===== config.mk =====
export PLATFORM = sky130hd
export DESIGN_NAME = syst_ws_feeder
export DESIGN_NICKNAME = d
export VERILOG_FILES = /design/src/rtl/syst_ws_feeder.sv
export SDC_FILE = /design/constraint.sdc
export NUM_CORES = 1
export LEC_CHECK = 0
export BUFFER_PORTS_ARGS = -buffer_cell sky130_fd_sc_hd__buf_2
export CORE_ASPECT_RATIO = 1.1
export CORE_MARGIN = 2
export CORE_UTILIZATION = 50
export DETAILED_ROUTE_END_ITERATION = 8
export HOLD_SLACK_MARGIN = 0.08
export PLACE_DENSITY = 0.84
export SLEW_MARGIN = 15
export SYNTH_ARGS = -nofsm -noshare
export SYNTH_HDL_FRONTEND = slang
export SYNTH_SLANG_ARGS = --single-unit
export TNS_END_PERCENT = 5

===== constraint.sdc =====
create_clock -name clk_i -period 2.1 [get_ports clk_i]
set_clock_uncertainty 0.15 [all_clocks]
set_input_delay 0.42 -clock clk_i [delete_from_list [all_inputs] [get_ports clk_i]]
set_output_delay 0.42 -clock clk_i [all_outputs]
set_load 0.01 [all_outputs]

===== src/rtl/syst_ws_feeder.sv =====
// Input stage for the 3-lane weight-stationary array: buffers activation vectors,
// skews lane k by k cycles and flushes the skew with zeros at the end of each tile.
module syst_ws_feeder #(
   parameter int DATA_W     = 8,
   parameter int FIFO_DEPTH = 4,
   parameter int FLUSH_CYC  = 2
) (
   input  logic              clk_i,
   input  logic              rst_i,
   input  logic              s_valid_i,
   output logic              s_ready_o,
   input  logic [DATA_W-1:0] s_x1_i,
   input  logic [DATA_W-1:0] s_x2_i,
   input  logic [DATA_W-1:0] s_x3_i,
   input  logic              s_last_i,
   output logic [DATA_W-1:0] x1_o,
   output logic [DATA_W-1:0] x2_o,
   output logic [DATA_W-1:0] x3_o,
   output logic [2:0]        lane_valid_o,
   output logic              done_o,
   output logic              busy_o,
   output logic [1:0]        dbg_state_o
);

   localparam int PTR_W  = $clog2(FIFO_DEPTH);
   localparam int CNT_W  = PTR_W + 1;
   localparam int FCNT_W = $clog2(FLUSH_CYC + 1);
   localparam int ENT_W  = 3 * DATA_W + 1;

   typedef enum logic [1:0] {
      ST_IDLE   = 2'd0,
      ST_STREAM = 2'd1,
      ST_FLUSH  = 2'd2
   } state_t;

   state_t              r_state;
   state_t              w_state_nxt;
   logic [ENT_W-1:0]    r_mem [FIFO_DEPTH];
   logic [PTR_W-1:0]    r_wr_ptr;
   logic [PTR_W-1:0]    r_rd_ptr;
   logic [CNT_W-1:0]    r_count;
   logic [FCNT_W-1:0]   r_flush_cnt;
   logic                r_done;

   logic [DATA_W-1:0]   r_x1, r_a2, r_a3, r_x2, r_b3, r_x3;
   logic [2:0]          r_lv;

   logic                w_full, w_empty, w_push, w_pop;
   logic                w_flush_load, w_done_set;
   logic [ENT_W-1:0]    w_head;
   logic [DATA_W-1:0]   w_head_x1, w_head_x2, w_head_x3;
   logic                w_head_last;

   // Handshake: a vector transfers on a rising edge where s_valid_i & s_ready_o;
   // s_ready_o depends only on registered state, never on s_valid_i.
   assign w_full    = (r_count == CNT_W'(FIFO_DEPTH));
   assign w_empty   = (r_count == '0);
   assign s_ready_o = !w_full && (r_state != ST_FLUSH);
   assign w_push    = s_valid_i && s_ready_o;

   assign w_head      = r_mem[r_rd_ptr];
   assign w_head_x1   = w_head[ENT_W-1 -: DATA_W];
   assign w_head_x2   = w_head[2*DATA_W -: DATA_W];
   assign w_head_x3   = w_head[DATA_W -: DATA_W];
   assign w_head_last = w_head[0];

   always_ff @(posedge clk_i) begin
      if (w_push) r_mem[r_wr_ptr] <= {s_x1_i, s_x2_i, s_x3_i, s_last_i};
   end

   always_ff @(posedge clk_i or negedge rst_i) begin
      if (!rst_i) begin
         r_wr_ptr <= '0;
         r_rd_ptr <= '0;
         r_count  <= '0;
      end else begin
         if (w_push) r_wr_ptr <= r_wr_ptr + PTR_W'(1);
         if (w_pop)  r_rd_ptr <= r_rd_ptr + PTR_W'(1);
         case ({w_push, w_pop})
            2'b10:   r_count <= r_count + CNT_W'(1);
            2'b01:   r_count <= r_count - CNT_W'(1);
            default: r_count <= r_count;
         endcase
      end
   end

   // FSM: state register
   always_ff @(posedge clk_i or negedge rst_i) begin
      if (!rst_i) r_state <= ST_IDLE;
      else        r_state <= w_state_nxt;
   end

   // FSM: next state; a popped last vector goes straight to FLUSH even from IDLE
   always_comb begin
      w_state_nxt = r_state;
      case (r_state)
         ST_IDLE: begin
            if (!w_empty) w_state_nxt = w_head_last ? ST_FLUSH : ST_STREAM;
         end
         ST_STREAM: begin
            if (!w_empty && w_head_last) w_state_nxt = ST_FLUSH;
         end
         ST_FLUSH: begin
            if (r_flush_cnt == FCNT_W'(1)) w_state_nxt = ST_IDLE;
         end
         default: w_state_nxt = ST_IDLE;
      endcase
   end

   // FSM: outputs
   always_comb begin
      w_pop        = 1'b0;
      w_flush_load = 1'b0;
      w_done_set   = 1'b0;
      case (r_state)
         ST_IDLE, ST_STREAM: begin
            w_pop        = !w_empty;
            w_flush_load = !w_empty && w_head_last;
         end
         ST_FLUSH: begin
            w_done_set = (r_flush_cnt == FCNT_W'(1));
         end
         default: ;
      endcase
   end

   always_ff @(posedge clk_i or negedge rst_i) begin
      if (!rst_i) begin
         r_flush_cnt <= '0;
         r_done      <= 1'b0;
      end else begin
         r_done <= w_done_set;
         if (w_flush_load)
            r_flush_cnt <= FCNT_W'(FLUSH_CYC);
         else if (r_state == ST_FLUSH)
            r_flush_cnt <= r_flush_cnt - FCNT_W'(1);
      end
   end

   // Skew pipeline shifts every cycle; a non-pop cycle injects zeros so no stale data leaks out.
   always_ff @(posedge clk_i or negedge rst_i) begin
      if (!rst_i) begin
         r_x1 <= '0;
         r_a2 <= '0;
         r_a3 <= '0;
         r_x2 <= '0;
         r_b3 <= '0;
         r_x3 <= '0;
         r_lv <= '0;
      end else begin
         r_x1 <= w_pop ? w_head_x1 : '0;
         r_a2 <= w_pop ? w_head_x2 : '0;
         r_a3 <= w_pop ? w_head_x3 : '0;
         r_x2 <= r_a2;
         r_b3 <= r_a3;
         r_x3 <= r_b3;
         r_lv <= {r_lv[1:0], w_pop};
      end
   end

   assign x1_o         = r_x1;
   assign x2_o         = r_x2;
   assign x3_o         = r_x3;
   assign lane_valid_o = r_lv;
   assign done_o       = r_done;
   assign busy_o       = (r_state != ST_IDLE) || !w_empty || (|r_lv);
   assign dbg_state_o  = r_state;

endmodule


==> impl_results.md, run 1 <==
- Clock buffer depth: 2
- #FFs+latches synth: 163
- Post-synthesis adder-cell area fraction: 1.65%
- First-pass GRT wire length: 15.7 mm
- Final setup violation count: 0
- CTS Sinks: 163
- Layout cell share with drive strength beyond 1: 35.4%
- Die Area: 0.0124 mm2
- Die X: 106 um
- Clk slew on worst S/H paths: 0.06 ns
- Hpwl dp: 6.19 mm
- Distinct cells, synth: 29
- Crit Path Class: reg2reg
- H-tree levels: 4
- Largest family of logic cells by synthesized area: multiplexers
- Max-Cap Viols: 0
- Post-Synth XOR/XNOR Area: 1.06%
- Number of synthesized flops with an enable pin: 100
- Setup TNS: 0 ns
- Yosys Warn Count: 0
- Actual slew at the worst max-slew pin: 0.692 ns
- Diodes inserted: 0
- Fillers: 755
- Synth Area in Simple Gates: 4.13%
- WP data arrival: 2.23 ns
- Buffers on Ports: 59
- CP startpoint kind: register
- Final hold vios: 0
- Total Routed Length: 9.90 mm
- Async SR Flop Fraction: 38.7%
- Vias in the first global route: 3005
- Multiplexer area fraction after synthesis: 10.6%
- Final Power: 10.6 mW
- Detail Route Antenna Nets: 0
- Routability cong.: 0.719
- Drt wl/cell: 18.1 um
- Initial DRC Count: 125
- Crit-path max FO: 5
- Core Footprint: 0.0113 mm2
- Min-Delay Path Class: in2reg
- Post-route DRC: 0
- Leakage power: 2.99 nW
- Fin util: 64.2%
- Synth Flop Type: edfxtp_1
- Worst slew margin: 53.9%
- Worst-Skew Late Latency: 0.42 ns
- Global Route Usage Sum: 17.7%
- CP max stage delay: 0.43 ns
- Row Count: 41
- Area of the multi-input gates: 0.00108 mm2
- Final Worst Setup Slack: 0.0504 ns
- Outcome: complete, no violations
- Pre-CTS WS: -0.0569 ns
- Die height: 117 um
- Average size of a mapped cell: 21.2 um2
- CTS Buf Count: 17
- CTS tree: done
- Crit-path cells: nor3_1 -> nor2_1 -> ha_2 -> inv_1 -> fa_2 -> xor2_1 -> nor2_1 -> xor2_1
- Mapped Nets: 307
- Period utilization: 97.6%
- Io pins: 60
- Post-synthesis cell area: 0.00576 mm2
- Max IR drop VDD: 684 uV
- Hold WS: 0.0949 ns
- Final nets: 418
- DR vias: 2808
- Initial Utilization: 50.8%
- Vias/cell: 5.14
- Fin. max-slew vios: 0
- Overflow after GRT: 0
- DR pass1 iterations: 5
- Seq/Total Area, Yosys: 79.5%
- Critical path required time: 2.28 ns
- Register area: 0.00458 mm2
- Largest net degree at the start of global routing: 29
- Root buf cell: clkbuf_16
- CP max-delay cell: dfrtp_2
- Area Growth Syn to Fin: 26.3%
- PD cells: 1460 mW/mm2
- CP Capture Type: register
- Synth Area in Compound Gates: 0.977%
- Antenna violations before repair: 0
- Syn Inst Count: 272
- Final min period: 2.05 ns
- Peak Freq: 0.488 GHz
## logic make-up (layout without fill, tap and decap cells)
group	Yosys count	count (layout)
AOI/OAI and AO/OA	7	7
DFF	163	163
buffers and inverters	20	144
adders and majority gates	7	7
and+or+nand+nor	41	41
muxes	27	27
xor gates and xnor gates	7	7
## final cells by class
type                            instances  share of cell area, %
Multi-Input combinational cell         89                   14.9
Clock inverter                          8                   1.51
Timing Repair Buffer                  103                   10.2
Inverter                                9                  0.464
Clock buffer                           24                   7.36
Tap cell                              150                   2.58
Sequential cell                       163                   63.0
## layer usage
layer  vias to the layer above  global-route usage [%]  routed length, um
met3                        16                    3.85                266
met4                         0                    8.68                201
met5                         -                       0                  0
met2                        58                    32.3               5500
li1                       1273                       -                  -
met1                      1461                    19.8               3940
## Yosys cell counts (2+ instances only)
| cell | number | area (um2) |
|---|---|---|
| nand3_1 | 3 | 15.0 |
| edfxtp_1 | 100 | 3000 |
| buf_12 | 2 | 40.0 |
| mux4_2 | 18 | 405 |
| and3_1 | 24 | 150 |
| xnor2_1 | 4 | 35.0 |
| dfrtp_1 | 63 | 1580 |
| nor2_1 | 4 | 15.0 |
| buf_2 | 4 | 20.0 |
| mux4_1 | 7 | 184 |
| inv_1 | 9 | 33.8 |
| and2_1 | 5 | 31.3 |
| a21oi_1 | 2 | 10.0 |
| clkbuf_1 | 4 | 15.0 |
| xor2_1 | 3 | 26.3 |
| nor3_1 | 2 | 10.0 |
| ha_1 | 6 | 75.1 |
## worst paths after layout
check / start / endpoint / slack [ns] / cells after the start
setup / recovery: r_count[2] / r_count[2] / 0.05 / 8
hold / removal: s_x2_i[0] / r_mem[0][9] / 0.09 / 1
setup reg to reg: r_count[2] / r_count[2] / 0.05 / 8
hold reg to reg: r_b3[2] / x3_o[2] / 0.20 / 0
max in group asynchronous: rst_i / x3_o[5] / 0.81 / 3
min in group asynchronous: rst_i / x3_o[0] / 0.43 / 2
## layout by cell type, fill, tap and decap left out, types with 4 or more instances in the layout
cell type	synthesis	layout
and3_1	24	24
dlygate4sd3_1	0	22
clkbuf_16	0	20
ha_1	6	5
buf_12	2	5
buf_4	0	17
mux4_1	7	7
buf_2	4	59
inv_1	9	9
dfrtp_1	63	59
mux4_2	18	18
xnor2_1	4	4
edfxtp_1	100	100
clkinv_4	0	4
dfrtp_2	0	4
and2_1	5	4
## registers in the layout (all words and copies together) (netlist names)
signal	cells
x1_o	8
x3_o	8
r_mem	100
done_o	1
r_wr_ptr	2
r_flush_cnt	2
dbg_state_o	2
r_count	3
r_a3	8
x2_o	8
r_rd_ptr	2
r_b3	8
r_a2	8
lane_valid_o	3
## metrics by stage
step	area, um2	instances
final	7280	546
after global routing	7280	546
after CTS	7250	543
after global placement	6370	489
after detailed placement	6370	489
after floorplan	5760	272
## critical path, delay by kind of cell (launching register included)
kind	cells	cell delay, ns
AND/OR/NAND/NOR	3	0.42
XOR/XNOR	2	0.32
flip-flops	1	0.43
buffers and inverters	1	0.06
adder cells (fa/ha/maj)	2	0.57
## report_power, final
part           switching, mW  internal (mW)
clock                   1.19           2.04
combinational           1.41           1.38
sequential             0.299           4.31
total                   2.90           7.74
## what timing repair did
action / 4_1_cts / 5_1_grt
hold endpoints to repair: 104 / 0
endpoints found under the setup margin: 1 / 1
hold buffers: 22 / 0
gates resized for setup: 3 / 5
buffers inserted: 0 / 3
pin swaps: 0 / 2
No activity file was read; power rests on OpenSTA's default activity.
==> run 2: changes to the inputs <==
--- a/config.mk
+++ b/config.mk
@@ -7,9 +7,10 @@
 export LEC_CHECK = 0
 export BUFFER_PORTS_ARGS = -buffer_cell sky130_fd_sc_hd__buf_2
 export CORE_ASPECT_RATIO = 1.1
-export CORE_MARGIN = 2
+export CORE_MARGIN = 8
 export CORE_UTILIZATION = 50
 export DETAILED_ROUTE_END_ITERATION = 8
+export GPL_TIMING_DRIVEN = 0
 export HOLD_SLACK_MARGIN = 0.08
 export PLACE_DENSITY = 0.84
 export SLEW_MARGIN = 15
==> run 2 against run 1 <==
  * First-iteration DRC count increased by 68%
  * Power decreased by 2.4%
  * Via count about the same
  * Count of clock-buffer cells in the layout decreased by 2
  * Clock power decreased by 5%
  * Hold slack improved by 0.0097 ns
  * Register-to-register slack about the same
  * Core utilization decreased by 1.2 points
  * Combinational power decreased by 3%
  * Wire length increased by 1.9%
  * Largest cell class unchanged
==> impl_results.md, run 2 (synthesis results as in run 1) <==
- Crit-path max FO: 5 (unchanged)
- Final setup violation count: 0 (unchanged)
- Final Power: 10.4 mW (-2.4%)
- Layout cell share with drive strength beyond 1: 33.2% (-2.1 points)
- CP Capture Type: register
- CTS Sinks: 163 (unchanged)
- Worst-Skew Late Latency: 0.42 ns (about the same)
- Leakage power: 2.90 nW (-2.9%)
- Diodes inserted: 0 (unchanged)
- CTS tree: done
- WP data arrival: 2.24 ns (about the same)
- Largest Register: r_mem
- Die height: 129 um (+10%)
- Core Footprint: 0.0113 mm2 (unchanged)
- Overflow after GRT: 0 (unchanged)
- Clk slew on worst S/H paths: 0.06 ns (about the same)
- Worst slew margin: 47.6% (-6.3 points)
- Die X: 118 um (+11%)
- Buffers on Ports: 59 (unchanged)
- DR vias: 2810 (+0.071%)
- Routability cong.: 0.684 (-4.9%)
- Final nets: 413 (-1.2%)
- Min-Delay Path Class: in2reg
- Max reg flops: 100 (unchanged)
- Hold WS: 0.105 ns (+0.00965 ns)
- DR pass1 iterations: 4 (-1)
- Outcome: complete, no violations
- Root buf cell: clkbuf_16
- Most frequent cells in the layout: edfxtp_1, buf_2, dfrtp_1
- Die Area: 0.0152 mm2 (+23%)
- Critical path required time: 2.29 ns (about the same)
- Row Count: 41 (unchanged)
- Fin. max-slew vios: 0 (unchanged)
- R2R Path End: r_count[2]
- Setup TNS: 0 ns (unchanged)
- Hold path start: s_x2_i[4]
- Clock buffer depth: 2 (unchanged)
- PD cells: 1450 mW/mm2 (-0.46%)
- Period utilization: 97.8% (+0.25 points)
- Detail Route Antenna Nets: 0 (unchanged)
- Antenna violations before repair: 0 (unchanged)
- Peak Freq: 0.487 GHz (-0.26%)
- Worst reg2reg setup slack: 0.05 ns (about the same)
- CTS Buf Count: 17 (unchanged)
- Final hold vios: 0 (unchanged)
- Max IR drop VDD: 677 uV (-1.0%)
- Vias/cell: 5.19 (+1.0%)
- Global Route Usage Sum: 14.1% (-3.6 points)
- Total Routed Length: 10.1 mm (+1.9%)
- Hpwl dp: 5.81 mm (-6.1%)
- CP startpoint kind: register
- Hold Path Sink: r_mem[3][13]
- Actual slew at the worst max-slew pin: 0.786 ns (+0.0939 ns)
- Area Growth Syn to Fin: 23.9%
- Worst r2r src: dbg_state_o[1]
- H-tree levels: 4 (unchanged)
- Crit Path Class: reg2reg
- Final instance area: 0.00714 mm2 (-1.9%)
- Placement Cell Area: 0.00625 mm2 (-1.8%)
- First-pass GRT wire length: 16.1 mm (+2.5%)
- Initial DRC Count: 210 (+68%)
- Initial Utilization: 50.8% (unchanged)
- Commonest non-fill, non-tap cell in the layout: edfxtp_1
- Post-route DRC: 0 (unchanged)
- Vias in the first global route: 3041 (+1.2%)
- Max-Cap Viols: 0 (unchanged)
- Drt wl/cell: 18.6 um (+2.8%)
- Final min period: 2.05 ns (+0.00527 ns)
- Io pins: 60 (unchanged)
- WHS Path Cells: 1 (unchanged)
- Largest net degree at the start of global routing: 64 (+120%)
- FF-to-FF path depth: 9 (+1)
-- run 2: cell count changes in the layout (fill, tap and decap cells not counted), moves of 4 or more --
cell / before / now
buf_4: 17 / 4
clkbuf_1: 2 / 8
and2_4: 0 / 4
clkinv_2: 0 / 4
-- run 2: per-layer routing --
| layer | global-route usage, % | up-vias | part of all wire [%] |
|---|---|---|---|
| met4 | 8.22 | 0 | 2.7 |
| met2 | 22.6 | 84 | 50 |
| met1 | 16.7 | 1441 | 42 |
| li1 | - | 1261 | - |
| met3 | 4.34 | 24 | 4.8 |
| met5 | 0 | - | 0 |
-- run 2: area by class of cell --
type / instances / area [um2]
sequential: 163 / 4580
clock inverter: 10 / 134
multi-input combinational: 89 / 1090
buffer: 11 / 86.3
tap: 150 / 188
inverter: 9 / 33.8
fill: 781 / 4200
timing repair buffer: 87 / 571
clock buffer: 22 / 454
-- run 2: worst max path at each step --
stage	to	from	cells after the start	slack [ns]
2_1_floorplan	r_mem[1][0]	dbg_state_o[1]	3	-0.07
3_3_place_gp	r_mem[2][11]	dbg_state_o[1]	3	-0.53
3_5_place_dp	r_mem[3][12]	dbg_state_o[1]	3	-0.15
4_1_cts	r_count[2]	r_count[2]	8	-0.15
5_1_grt	r_count[2]	dbg_state_o[1]	9	-0.04
6_report	r_count[2]	dbg_state_o[1]	9	0.05
-- run 2: power breakdown --
part           internal [mW]  leakage, nW  total, mW  switching, mW
sequential              4.31         1.71       4.61          0.300
clock                   1.89        0.284       3.06           1.16
combinational           1.32        0.913       2.72           1.39
-- run 2: worst max-delay path, stage by stage, from the launching register on --
cell and delay, ns:
dfrtp_1 0.42, nor2b_4 0.25, a211oi_4 0.07, inv_1 0.08, ha_2 0.20, inv_2 0.04, fa_2 0.33, xor2_1 0.15
nor2_1 0.12, xor2_1 0.16
-- run 2: metrics by stage --
stage / std cells / utilization (%) / setup slack, ns
2_1_floorplan: 272 / - / -0.0745
3_3_place_gp: 481 / 55.1 / -0.532
3_5_place_dp: 481 / 55.2 / -0.151
4_1_cts: 538 / 62.7 / -0.154
5_1_grt: 541 / 63.0 / -0.0389
6_report: 541 / 63.0 / 0.0452
-- run 2: repair_timing --
item,CTS,global route
hold buffers,25,0
resized for setup,6,7
hold endpoints to repair,159,0
pin swaps,1,2
setup endpoints to repair,102,2
buffers inserted,0,3
